**src/rtl/lpf_mem_port.sv**
```systemverilog
// lpf_mem_port: responder end of the low-pass filter's frame SRAM port.
// Accepts one filter request per granted slot, issues the ZBT address/write
// enable one cycle later and lines up write data (T+3) and read data (T+4)
// through a short valid-tagged pipeline.
module lpf_mem_port #(
    parameter int IMAGE_WIDTH  = 640,
    parameter int IMAGE_HEIGHT = 480,
    parameter int LOG_WIDTH    = 10,
    parameter int LOG_HEIGHT   = 9,
    parameter int LOG_MEM      = 36,
    parameter int LOG_ADDR     = 19,
    parameter int BUFFER_WORDS = 153600,
    parameter int BASE_ADDR    = 0
) (
    input  logic                  clock,
    input  logic                  reset,
    input  logic                  lpf_slot,
    input  logic                  buffer_sel,
    input  logic                  lpf_flag,
    input  logic                  lpf_wr,
    input  logic [LOG_WIDTH-1:0]  lpf_x,
    input  logic [LOG_HEIGHT-1:0] lpf_y,
    input  logic [LOG_MEM-1:0]    lpf_pixel_write,
    output logic                  done_lpf,
    output logic [LOG_MEM-1:0]    lpf_pixel_read,
    output logic                  lpf_read_valid,
    output logic [LOG_ADDR-1:0]   mem_addr,
    output logic                  mem_we,
    output logic [LOG_MEM-1:0]    mem_data_out,
    output logic                  mem_drive,
    input  logic [LOG_MEM-1:0]    mem_data_in
);

    typedef enum logic {IDLE, ACK} state_t;

    localparam logic [LOG_WIDTH:0]    X_LIMIT   = (LOG_WIDTH + 1)'(IMAGE_WIDTH);
    localparam logic [LOG_HEIGHT:0]   Y_LIMIT   = (LOG_HEIGHT + 1)'(IMAGE_HEIGHT);
    localparam logic [LOG_ADDR-1:0]   ROW_WORDS = LOG_ADDR'(IMAGE_WIDTH / 2);
    localparam logic [LOG_ADDR-1:0]   BUF_WORDS = LOG_ADDR'(BUFFER_WORDS);
    localparam logic [LOG_ADDR-1:0]   BASE      = LOG_ADDR'(BASE_ADDR);

    // Word address of a pixel pair: two pixels share a word, so x LSB drops out.
    function automatic logic [LOG_ADDR-1:0] pixel_addr(
        input logic                  sel,
        input logic [LOG_WIDTH-1:0]  x,
        input logic [LOG_HEIGHT-1:0] y
    );
        logic [LOG_ADDR-1:0] buf_ofs;
        buf_ofs = sel ? BUF_WORDS : '0;
        return BASE + buf_ofs + LOG_ADDR'(y) * ROW_WORDS + LOG_ADDR'(x[LOG_WIDTH-1:1]);
    endfunction

    state_t               state_q, state_d;
    logic                 accept;
    logic                 in_range;

    logic                 done_q, done_d;
    logic [LOG_ADDR-1:0]  mem_addr_q, mem_addr_d;
    logic                 mem_we_q, mem_we_d;

    logic                 vld_p1_q, vld_p1_d;
    logic                 wr_p1_q, wr_p1_d;
    logic                 ir_p1_q, ir_p1_d;
    logic [LOG_MEM-1:0]   wdata_p1_q, wdata_p1_d;

    logic                 vld_p2_q, vld_p2_d;
    logic                 wr_p2_q, wr_p2_d;
    logic                 ir_p2_q, ir_p2_d;
    logic [LOG_MEM-1:0]   wdata_p2_q, wdata_p2_d;

    logic                 rd_p3_q, rd_p3_d;
    logic                 ir_p3_q, ir_p3_d;
    logic                 drive_q, drive_d;
    logic [LOG_MEM-1:0]   data_out_q, data_out_d;

    logic                 read_valid_q, read_valid_d;
    logic [LOG_MEM-1:0]   pixel_read_q, pixel_read_d;

    // Accept a granted request in IDLE; ACK lasts one cycle so the still-high flag is not re-taken.
    always_comb begin
        state_d = state_q;
        accept  = 1'b0;
        case (state_q)
            IDLE: begin
                if (lpf_flag && lpf_slot) begin
                    accept  = 1'b1;
                    state_d = ACK;
                end
            end
            ACK:     state_d = IDLE;
            default: state_d = IDLE;
        endcase
    end

    // FSM state register.
    always_ff @(posedge clock or negedge reset) begin
        if (!reset) state_q <= IDLE;
        else        state_q <= state_d;
    end

    // Address phase at T+1, data phase aligned to the ZBT two-cycle lag.
    always_comb begin
        in_range   = ({1'b0, lpf_x} < X_LIMIT) && ({1'b0, lpf_y} < Y_LIMIT);

        // Stage T -> T+1: address, write enable, acknowledge
        mem_addr_d = accept ? pixel_addr(buffer_sel, lpf_x, lpf_y) : mem_addr_q;
        mem_we_d   = accept && lpf_wr && in_range;
        done_d     = accept;
        vld_p1_d   = accept;
        wr_p1_d    = lpf_wr;
        ir_p1_d    = in_range;
        wdata_p1_d = lpf_pixel_write;

        // Stage T+1 -> T+2
        vld_p2_d   = vld_p1_q;
        wr_p2_d    = wr_p1_q;
        ir_p2_d    = ir_p1_q;
        wdata_p2_d = wdata_p1_q;

        // Stage T+2 -> T+3: write data onto the bus, read tag arrives with SRAM data
        drive_d    = vld_p2_q && wr_p2_q && ir_p2_q;
        data_out_d = drive_d ? wdata_p2_q : '0;
        rd_p3_d    = vld_p2_q && !wr_p2_q;
        ir_p3_d    = ir_p2_q;

        // Stage T+3 -> T+4: capture read word; out-of-range reads return zero
        read_valid_d = rd_p3_q;
        pixel_read_d = pixel_read_q;
        if (rd_p3_q) pixel_read_d = ir_p3_q ? mem_data_in : '0;
    end

    // Pipeline and output registers; reset drops every in-flight access.
    always_ff @(posedge clock or negedge reset) begin
        if (!reset) begin
            done_q       <= 1'b0;
            mem_addr_q   <= '0;
            mem_we_q     <= 1'b0;
            vld_p1_q     <= 1'b0;
            wr_p1_q      <= 1'b0;
            ir_p1_q      <= 1'b0;
            wdata_p1_q   <= '0;
            vld_p2_q     <= 1'b0;
            wr_p2_q      <= 1'b0;
            ir_p2_q      <= 1'b0;
            wdata_p2_q   <= '0;
            rd_p3_q      <= 1'b0;
            ir_p3_q      <= 1'b0;
            drive_q      <= 1'b0;
            data_out_q   <= '0;
            read_valid_q <= 1'b0;
            pixel_read_q <= '0;
        end else begin
            done_q       <= done_d;
            mem_addr_q   <= mem_addr_d;
            mem_we_q     <= mem_we_d;
            vld_p1_q     <= vld_p1_d;
            wr_p1_q      <= wr_p1_d;
            ir_p1_q      <= ir_p1_d;
            wdata_p1_q   <= wdata_p1_d;
            vld_p2_q     <= vld_p2_d;
            wr_p2_q      <= wr_p2_d;
            ir_p2_q      <= ir_p2_d;
            wdata_p2_q   <= wdata_p2_d;
            rd_p3_q      <= rd_p3_d;
            ir_p3_q      <= ir_p3_d;
            drive_q      <= drive_d;
            data_out_q   <= data_out_d;
            read_valid_q <= read_valid_d;
            pixel_read_q <= pixel_read_d;
        end
    end

    assign done_lpf       = done_q;
    assign mem_addr       = mem_addr_q;
    assign mem_we         = mem_we_q;
    assign mem_drive      = drive_q;
    assign mem_data_out   = data_out_q;
    assign lpf_read_valid = read_valid_q;
    assign lpf_pixel_read = pixel_read_q;

endmodule
```
**config.mk**
```make
export PLATFORM = sky130hd
export DESIGN_NAME = lpf_mem_port
export DESIGN_NICKNAME = d
export VERILOG_FILES = /design/src/rtl/lpf_mem_port.sv
export SDC_FILE = /design/constraint.sdc
export NUM_CORES = 1
export LEC_CHECK = 0
export CORE_UTILIZATION = 42
export CTS_CLUSTER_DIAMETER = 200
export DETAILED_ROUTE_END_ITERATION = 8
export PLACE_DENSITY = 0.81
export SYNTH_ARGS = -nofsm -noshare
export SYNTH_HDL_FRONTEND = slang
export SYNTH_SLANG_ARGS = --single-unit
```
**constraint.sdc**
```tcl
create_clock -name clock -period 1.3 [get_ports clock]
set_input_delay 0.26 -clock clock [delete_from_list [all_inputs] [get_ports clock]]
set_output_delay 0.26 -clock clock [all_outputs]
set_load 0.05 [all_outputs]
```
After elaboration in Yosys (flattened, before gate mapping):

Cells that the tools add are included.

* bits in registers: 175
* word-level logic and storage cells: 37

* multiplexer cells: 6
* bitwise logic cells: 1
* add/subtract/negate cells: 2
* multiply operators: 1
* reductions and logical operators: 8
* magnitude comparators: 2

Operator list (number)
* 36-bit two-way mux: 2
* 18-bit by 18-bit adder with 19-bit output: 1
* 19-bit by 9-bit adder with 19-bit output: 1
* 18-bit two-way mux: 1
* 9-bit by 3-bit multiplier with 12-bit output (second input constant): 1
* 10-bit < comparator (second input constant): 1
* 9-bit < comparator (second input constant): 1
* 1-bit logical AND: 7
* 1-bit two-way mux: 2
* 1-bit one-hot mux with 2 select lines: 1
* 1-bit logical NOT: 1
* 1-bit NOT: 1

Logic depth before layout (Yosys ltp):

Gate-level depths: netlist (run 1).

* depth after elaboration: 5
* mapped depth: 13

Least setup slack after synthesis (run 1):

No wires, ideal clock.

* kind: input to register
* start point: in lpf_y[2]
* end point: reg mem_addr_q[18] (netlist: mem_addr[18])
* setup time: 0.122 ns
* stages: 13
* data required time: 1.178 ns
* data arrival time: 2.405 ns
* path slack: -1.227 ns
* cell sequence: ha_1 ha_1 a21oi_1 nor2b_1 nor2_1 xnor2_1 ha_1 a21oi_1 o21ai_0 a31oi_1 and4bb_1 nor3_1 nor2_1

* longest elaborated chain between the ends: 3

Ends and longest elaborated chain
* start, declared: line 22 `input logic [LOG_HEIGHT-1:0] lpf_y,`
* 9-bit by 3-bit multiplier with 12-bit output: line 50 `return BASE + buf_ofs + LOG_ADDR'(y) * ROW_WORDS + LOG_ADDR'(x[LOG_WIDTH-1:1]);`
* 18-bit by 18-bit adder with 19-bit output: line 50
* 19-bit by 9-bit adder with 19-bit output: line 50
* end signal, assigned: line 154 `mem_addr_q <= mem_addr_d;`
* end, declared: line 58 `logic [LOG_ADDR-1:0] mem_addr_q, mem_addr_d;`

Every way passes these cells.
A chain may end at the register's enable or synchronous reset.

Worst setup path in the final report (run 1):

* start point: in lpf_y[3]
* end point: reg mem_addr_q[16] (netlist: mem_addr[16])

The elaborated chain is that of the path after synthesis.

==> results.toml, run 1 <==
[floorplan]
die-area_mm2 = 0.0151
die_height_um = 123
fp-row-count = 43
ios = 192
die-width_um = 123
floorplan.initialDensity_pct = 43.6
core_region_area_mm2 = 0.0141

[synth]
synth.top_cells.by_area = "dfrtp_1 (71%), ha_1 (4.3%), and2_1 (3.7%)"
syn_inst = 480
synth.lib_cells_used.distinct = 39
ys_flop_type = "dfrtp_1"
synthMostInstantiatedCell = "dfrtp_1"
synth_fp_nets = 600
post-synth-top-area-cell = "dfrtp_1"
synth_top_area_share_pct = 70.8
async_reset_ff_share_pct = 100
syn_area_per_cell_um2 = 12.8
yosysWarningCount = 0
ys_ff_latch = 174
synth_seq_area_share_pct = 70.8
ys_top_cells_by_count = "dfrtp_1 (174), inv_1 (43), o21ai_0 (42)"
synth_edf_count = 0
netlist_area_mm2 = 0.00615

[worst_setup_path]
worstPathRequired_ns = 1.60
timing.critical_path.mode_cell = "ha_4"
crit_arrival_ns = 2.68
r2r.worst_path.cells = 5
timing.critical_path.max_delay_family = "adder cells"
slowest_stage = "ha_1"
slowest_delay_ns = 0.40
kind_of_start_point_of_the_critical_path = "input port"
crit_buf_inv = 3
ff2ff_setup_slack_ns = 0.07
worstPathMaxFanout = 3
critical_path.reg2reg.startpoint = "state_q$_DFF_PN0_"
worst_setup_path_startpoint = "lpf_y[3]"
setup.worst_path.end_class = "register"
endpoint_of_the_lowest_slack_register_to_register_path = "mem_addr[1]$_DFFE_PN0P_"
crit_path_cell_trace = "buf_8 > ha_4 > ha_4 > buf_6 > a21oi_4 > nor2b_1 > nor2_1 > xnor2_1 > ha_1 > nand3_2 > o21ai_2 > a31oi_2 > buf_4 > nor2_4 > xnor2_2 > o21ai_1"
timing_worst_setup_path_type = "in -> reg"

[sta]
hold_viol_final = 0
final_slew_viol_count = 0
final.hold.worst_slack_ns = 0.215
rsz0062_at_grt = "true"
clock.fmax_mhz = 419
max-slew-margin-rel_pct = 65.4
finClkSkew_ns = 0.00952
fin_ws_ns = -1.09
finalCriticalPeriod_ns = 2.39
finalSetupViolCount = 10
max_slew.worst_pin.slew_ns = 0.515
finalCritPeriodShare_pct = 184

[cts]
ctsRootBufferMaster = "clkbuf_16"
worstSkewPairLatency_ns = 0.41
cts-root-to-sink-buffers = 2
htreeDepth = 4
clk_transition_reported_paths_ns = 0.07
tritoncts = "done"
numCtsBuffers = 17
clock_sink_count = 174

[power]
power_switching_share_pct = 31.5
power.share.sequential_pct = 39.3
combPwrFrac_pct = 31.6
pwr_density_cell_mw_per_mm2 = 1540
switching_power_summed_over_all_nets_mw = 5.16
static-leakage-power_nw = 4.78
p_int_mw = 11.2
power.share.clock_pct = 29.1
vdd.ir_drop.worst_mv = 1.25

[layout]
final_layout_size_suffix_gt1_share_pct = 33.1
diodes = 0
area_growth_pct = 72.8
num-fill-cells = 810
nNetsFinal = 845
final_util_pct = 75.4

[routing]
route.detailed.wl_per_inst_um = 17.7
drt_iter0_markers = 257
post_drt_via_cell_ratio = 4.87
finalWirelength_um = 16300
antenna_violating_nets_left = 0
routed-via-count = 4468
firstDrtPassIters = 4
drcViolationCount = 0

[status]
failed_checks = "setup timing"
status = "finished with violations"

[flow_run]
cap_violations = 0

[grt]
globalRouteOverflowTotal = 0
first_global_vias = 4820
grt_overall_usage_pct = 22.4
wire_length_of_the_first_global_routing_pass_um = 24800
antenna_found_initial = 0
grt_max_degree = 74

[min_path]
worstHoldStart = "lpf_x[7]"
holdPathStages = 4
holdCritPathClass = "in -> reg"
hold-path-endpoint = "mem_addr[6]$_DFFE_PN0P_"

[placement]
place.gp.congestion = 0.861
place.detailed.hpwl_um = 11300
port_buffers = 190
-- cell type report --
type | count | area (um2) | share of cell area, %
flip-flops and latches | 174 | 4360 | 41.0
repair buffers | 246 | 3410 | 32.1
multi-input cells | 242 | 1900 | 17.9
clock buffers | 19 | 433 | 4.08
well taps | 180 | 225 | 2.12
inverters | 44 | 165 | 1.55
clock inverters | 13 | 129 | 1.21
-- sequential cells by signal (all words and copies together), names as in the netlist, 19 cells and up --
| register | cells |
|---|---|
| mem_addr | 19 |
| wdata_p2_q | 36 |
| lpf_pixel_read | 36 |
| wdata_p1_q | 36 |
| mem_data_out | 36 |
-- per-layer routing --
layer	up-vias	routed length [um]	global-route usage, %
li1	2047	-	-
met1	2214	5910	24.6
met2	178	8820	40.9
met3	29	1190	6.64
met4	0	341	7.91
met5	-	0	0
-- through the flow --
stage | power [mW] | setup slack [ns] | cells | area [um2] | setup TNS [ns]
global placement | 11.1 | -1.75 | 873 | 9670 | -17.53
global route | 17.0 | -1.12 | 918 | 10600 | -7.57
floorplan | 8.47 | -1.11 | 480 | 6280 | -7.14
detailed placement | 11.3 | -1.82 | 873 | 9670 | -18.60
CTS | 16.4 | -0.903 | 918 | 10600 | -5.91
finish | 16.4 | -1.09 | 918 | 10600 | -7.06
-- power by group through the flow --
stage,logic [mW],clock network (mW),registers (mW)
after global placement,4.64,0,6.49
final,5.17,4.75,6.43
after CTS,5.07,4.87,6.43
after floorplan,0.875,0,7.59
after detailed placement,4.76,0,6.51
after global routing,5.43,5.10,6.48
-- worst register-to-register path: stages (launching register included) --
cell and delay (ns):
dfrtp_2 0.37, or2_1 0.25, clkinv_1 0.19, buf_12 0.17
nand2_1 0.07, nand2_1 0.07
-- cell usage in the layout (no fill, tap or decap), drive strengths merged, types with 2 or more instances in the layout --
master,netlist,final
o21a,3,3
fa,2,2
ha,21,21
clkinv,1,5
dfrtp,174,174
o21ai,51,51
xnor2,10,10
buf,2,159
inv,43,48
nor2,8,8
a31oi,3,3
clkdlybuf4s50,0,82
dlygate4sd2,0,4
and3,2,2
clkbuf,18,19
nor2b,6,6
nand3,38,38
and2,36,36
nor3,2,2
or2,2,2
clkinvlp,0,3
xor2,4,4
a21oi,6,6
nand2,35,35
-- cells by family (layout without fill, tap and decap cells) --
| logic type | after synthesis | in the layout | share of synthesized area [%] |
|---|---|---|---|
| AO/OA/AOI/OAI | 69 | 69 | 6.37 |
| XOR/XNOR | 14 | 14 | 1.99 |
| adder cells (fa/ha/maj) | 23 | 23 | 4.93 |
| buffers and inverters | 64 | 322 | 4.21 |
| flip-flops | 174 | 174 | 70.8 |
| multiplexers | 1 | 1 | 0.183 |
| AND/OR/NAND/NOR | 135 | 135 | 11.5 |
-- timing repair --
item	4_1_cts	5_1_grt
gates resized for setup	94	20
hold buffers	1	0
setup endpoints to repair	15	23
gates cloned	0	0
hold endpoints to repair	27	0
pin swaps	46	20
buffers inserted	13	9
-- how the worst max path moves through the flow --
stage / end / slack [ns] / depth (start not counted)
after global placement: mem_addr[18]$_DFFE_PN0P_ / -1.75 / 13
final: mem_addr[16]$_DFFE_PN0P_ / -1.09 / 16
after floorplan: mem_addr[17]$_DFFE_PN0P_ / -1.11 / 12
after detailed placement: mem_addr[18]$_DFFE_PN0P_ / -1.82 / 14
after CTS: mem_addr[18]$_DFFE_PN0P_ / -0.90 / 13
after global routing: mem_addr[16]$_DFFE_PN0P_ / -1.12 / 16
(Power assumes the default switching activity.)
==> run 2: changes to the inputs <==
- ABC_AREA: default -> 1
- PLACE_DENSITY: 0.81 -> default
- PLACE_DENSITY_LB_ADDON: default -> 0.3
==> results.toml, run 2 <==
[floorplan]
die-width_um = 124
die-area_mm2 = 0.0154
ios = 192
core_region_area_mm2 = 0.0145
floorplan.initialDensity_pct = 43.2
die_height_um = 124
fp-row-count = 44

[layout]
area_growth_pct = 69.8
mostFrequentLayoutCell = "dfrtp_1"
final_util_pct = 73.4
nNetsFinal = 927
diodes = 0
final_layout_size_suffix_gt1_share_pct = 31.0
final-instance-count-excl-fill = 1004
mostFrequentLayoutCells = "dfrtp_1 (172), buf_12 (100), inv_1 (93)"

[worst_setup_path]
crit_arrival_ns = 2.40
endpoint_of_the_lowest_slack_register_to_register_path = "mem_addr[7]$_DFFE_PN0P_"
worstPathMaxFanout = 4
timing.critical_path.max_delay_family = "adder cells"
crit_path_cell_trace = "buf_8 > buf_6 > ha_4 > ha_4 > nand3_2 > nand3_2 > xor2_1 > ha_1 > nand2_1 > nor2_1 > nand2_1 > nand2_2 > nand3_2 > buf_4 > nand3_1 > nand3_1 > nand2_1"
crit_buf_inv = 3
ff2ff_setup_slack_ns = 0.08
critical_path.reg2reg.startpoint = "state_q$_DFF_PN0_"
setup.worst_path.end_class = "register"
r2r.worst_path.cells = 6
slowest_delay_ns = 0.35
timing_worst_setup_path_type = "in -> reg"
kind_of_start_point_of_the_critical_path = "input port"
slowest_stage = "ha_1"
worstPathRequired_ns = 1.65

[power]
static-leakage-power_nw = 5.08
p_int_mw = 11.3
switching_power_summed_over_all_nets_mw = 5.09
power_switching_share_pct = 31.1
combPwrFrac_pct = 29.8
pwr_density_cell_mw_per_mm2 = 1530
power.share.sequential_pct = 38.9
vdd.ir_drop.worst_mv = 0.921
power.share.clock_pct = 31.2

[cts]
cts-root-to-sink-buffers = 2
numCtsBuffers = 17
worstSkewPairLatency_ns = 0.42
tritoncts = "done"
ctsRootBufferMaster = "clkbuf_16"
htreeDepth = 4
clk_transition_reported_paths_ns = 0.06
clock_sink_count = 174

[synth]
synth.top_cells.by_area = "dfrtp_1 (69%), inv_1 (5.9%), ha_1 (4.2%)"
post-synth-top-area-cell = "dfrtp_1"
synth_top_area_share_pct = 69.3
synth_fp_nets = 679
ys_ff_latch = 174
syn_area_per_cell_um2 = 11.2
ys_top_cells_by_count = "dfrtp_1 (174), inv_1 (99), nand2_1 (67)"
synthMostInstantiatedCell = "dfrtp_1"
netlist_area_mm2 = 0.00628
ys_flop_type = "dfrtp_1"
synth_edf_count = 0
async_reset_ff_share_pct = 100
yosysWarningCount = 0
synth.lib_cells_used.distinct = 25
synth_seq_area_share_pct = 69.3
syn_inst = 559

[placement]
port_buffers = 190
place.detailed.hpwl_um = 11000
place.gp.congestion = 0.843
placed_cells_incl_taps = 954

[routing]
routed-via-count = 4671
drt_iter0_markers = 172
drcViolationCount = 0
finalWirelength_um = 15600
firstDrtPassIters = 4
post_drt_via_cell_ratio = 4.65
route.detailed.wl_per_inst_um = 15.6
antenna_violating_nets_left = 0

[sta]
hold_viol_final = 0
clock.fmax_mhz = 487
rsz0062_at_grt = "true"
final_slew_viol_count = 0
max-slew-margin-rel_pct = 75.7
finalCritPeriodShare_pct = 158
finalCriticalPeriod_ns = 2.05
timing.setup.tns_ns = -5.72
finClkSkew_ns = 0.00823
fin_ws_ns = -0.752
finalSetupViolCount = 9
max_slew.worst_pin.slew_ns = 0.364

[grt]
grt_max_degree = 74
first_global_vias = 5052
antenna_found_initial = 0
grt_overall_usage_pct = 21.4
wire_length_of_the_first_global_routing_pass_um = 25600
globalRouteOverflowTotal = 0

[min_path]
holdCritPathClass = "in -> reg"
holdPathStages = 4
worstHoldStart = "lpf_x[7]"
hold-path-endpoint = "mem_addr[6]$_DFFE_PN0P_"

[flow_run]
cap_violations = 0

[status]
failed_checks = "setup timing"
status = "finished with violations"
run 2: power groups by stage:
stage	Combinational [mW]	Sequential, mW	Clock [mW]
finish	4.88	6.37	5.11
global route	5.12	6.43	5.46
CTS	4.81	6.38	5.22
detailed placement	4.61	6.47	0
global placement	4.50	6.44	0
floorplan	0.863	7.54	0
run 2: metal layers:
metal,track usage (%),part of all wire [%],vias to the layer above,routed length [um]
li1,-,-,2217,-
met1,23.7,38,2264,5990
met2,38.9,55,164,8540
met3,5.20,4.9,26,771
met4,8.65,2.1,0,328
met5,0,0,-,0
run 2: worst max-delay path by stage:
stage	startpoint	endpoint	depth (start not counted)
floorplan	lpf_y[3]	mem_addr[16]$_DFFE_PN0P_	16
global placement	lpf_y[1]	mem_addr[16]$_DFFE_PN0P_	17
detailed placement	lpf_y[3]	mem_addr[17]$_DFFE_PN0P_	17
CTS	lpf_y[3]	mem_addr[17]$_DFFE_PN0P_	18
global route	lpf_y[3]	mem_addr[15]$_DFFE_PN0P_	17
finish	lpf_y[3]	mem_addr[15]$_DFFE_PN0P_	17
run 2: layout make-up:
cell class	instances	area [um2]
clock inverter	13	151
inverter	101	379
multi-input combinational	266	1750
clock buffer	19	453
timing repair buffer	247	3340
fill	924	3870
tap	184	230
sequential	174	4360
run 2: through the flow:
stage	total power [mW]	worst slack [ns]	area, um2	hold slack (ns)
global placement	10.9	-1.52	9750	0.112
floorplan	8.41	-0.877	6390	-0.0356
detailed placement	11.1	-1.63	9750	0.117
global route	17.0	-0.879	10700	0.229
CTS	16.4	-0.719	10600	0.241
finish	16.4	-0.752	10700	0.234
run 2: what timing repair did:
item,CTS,global route
pin swaps,36,18
endpoints found under the hold margin,174,0
endpoints found under the setup margin,16,12
buffers inserted,12,8
gates resized for setup,61,11
hold buffers,1,0
run 2: kinds of logic (layout without fill, tap and decap cells):
family	Yosys count	count (layout)	share of synthesized area, %
buffers and inverters	119	380	7.29
AND/OR/NAND/NOR	180	180	12.8
XOR/XNOR	7	7	0.976
AO/OA/AOI/OAI	56	56	4.74
flip-flops	174	174	69.3
adder cells (fa/ha/maj)	23	23	4.82
run 2: worst min-delay path, delay by kind of cell:
kind / cells / cell delay, ns
buffers and inverters: 1 / 0.11
adder cells (fa/ha/maj): 1 / 0.13
AND/OR/NAND/NOR: 2 / 0.11
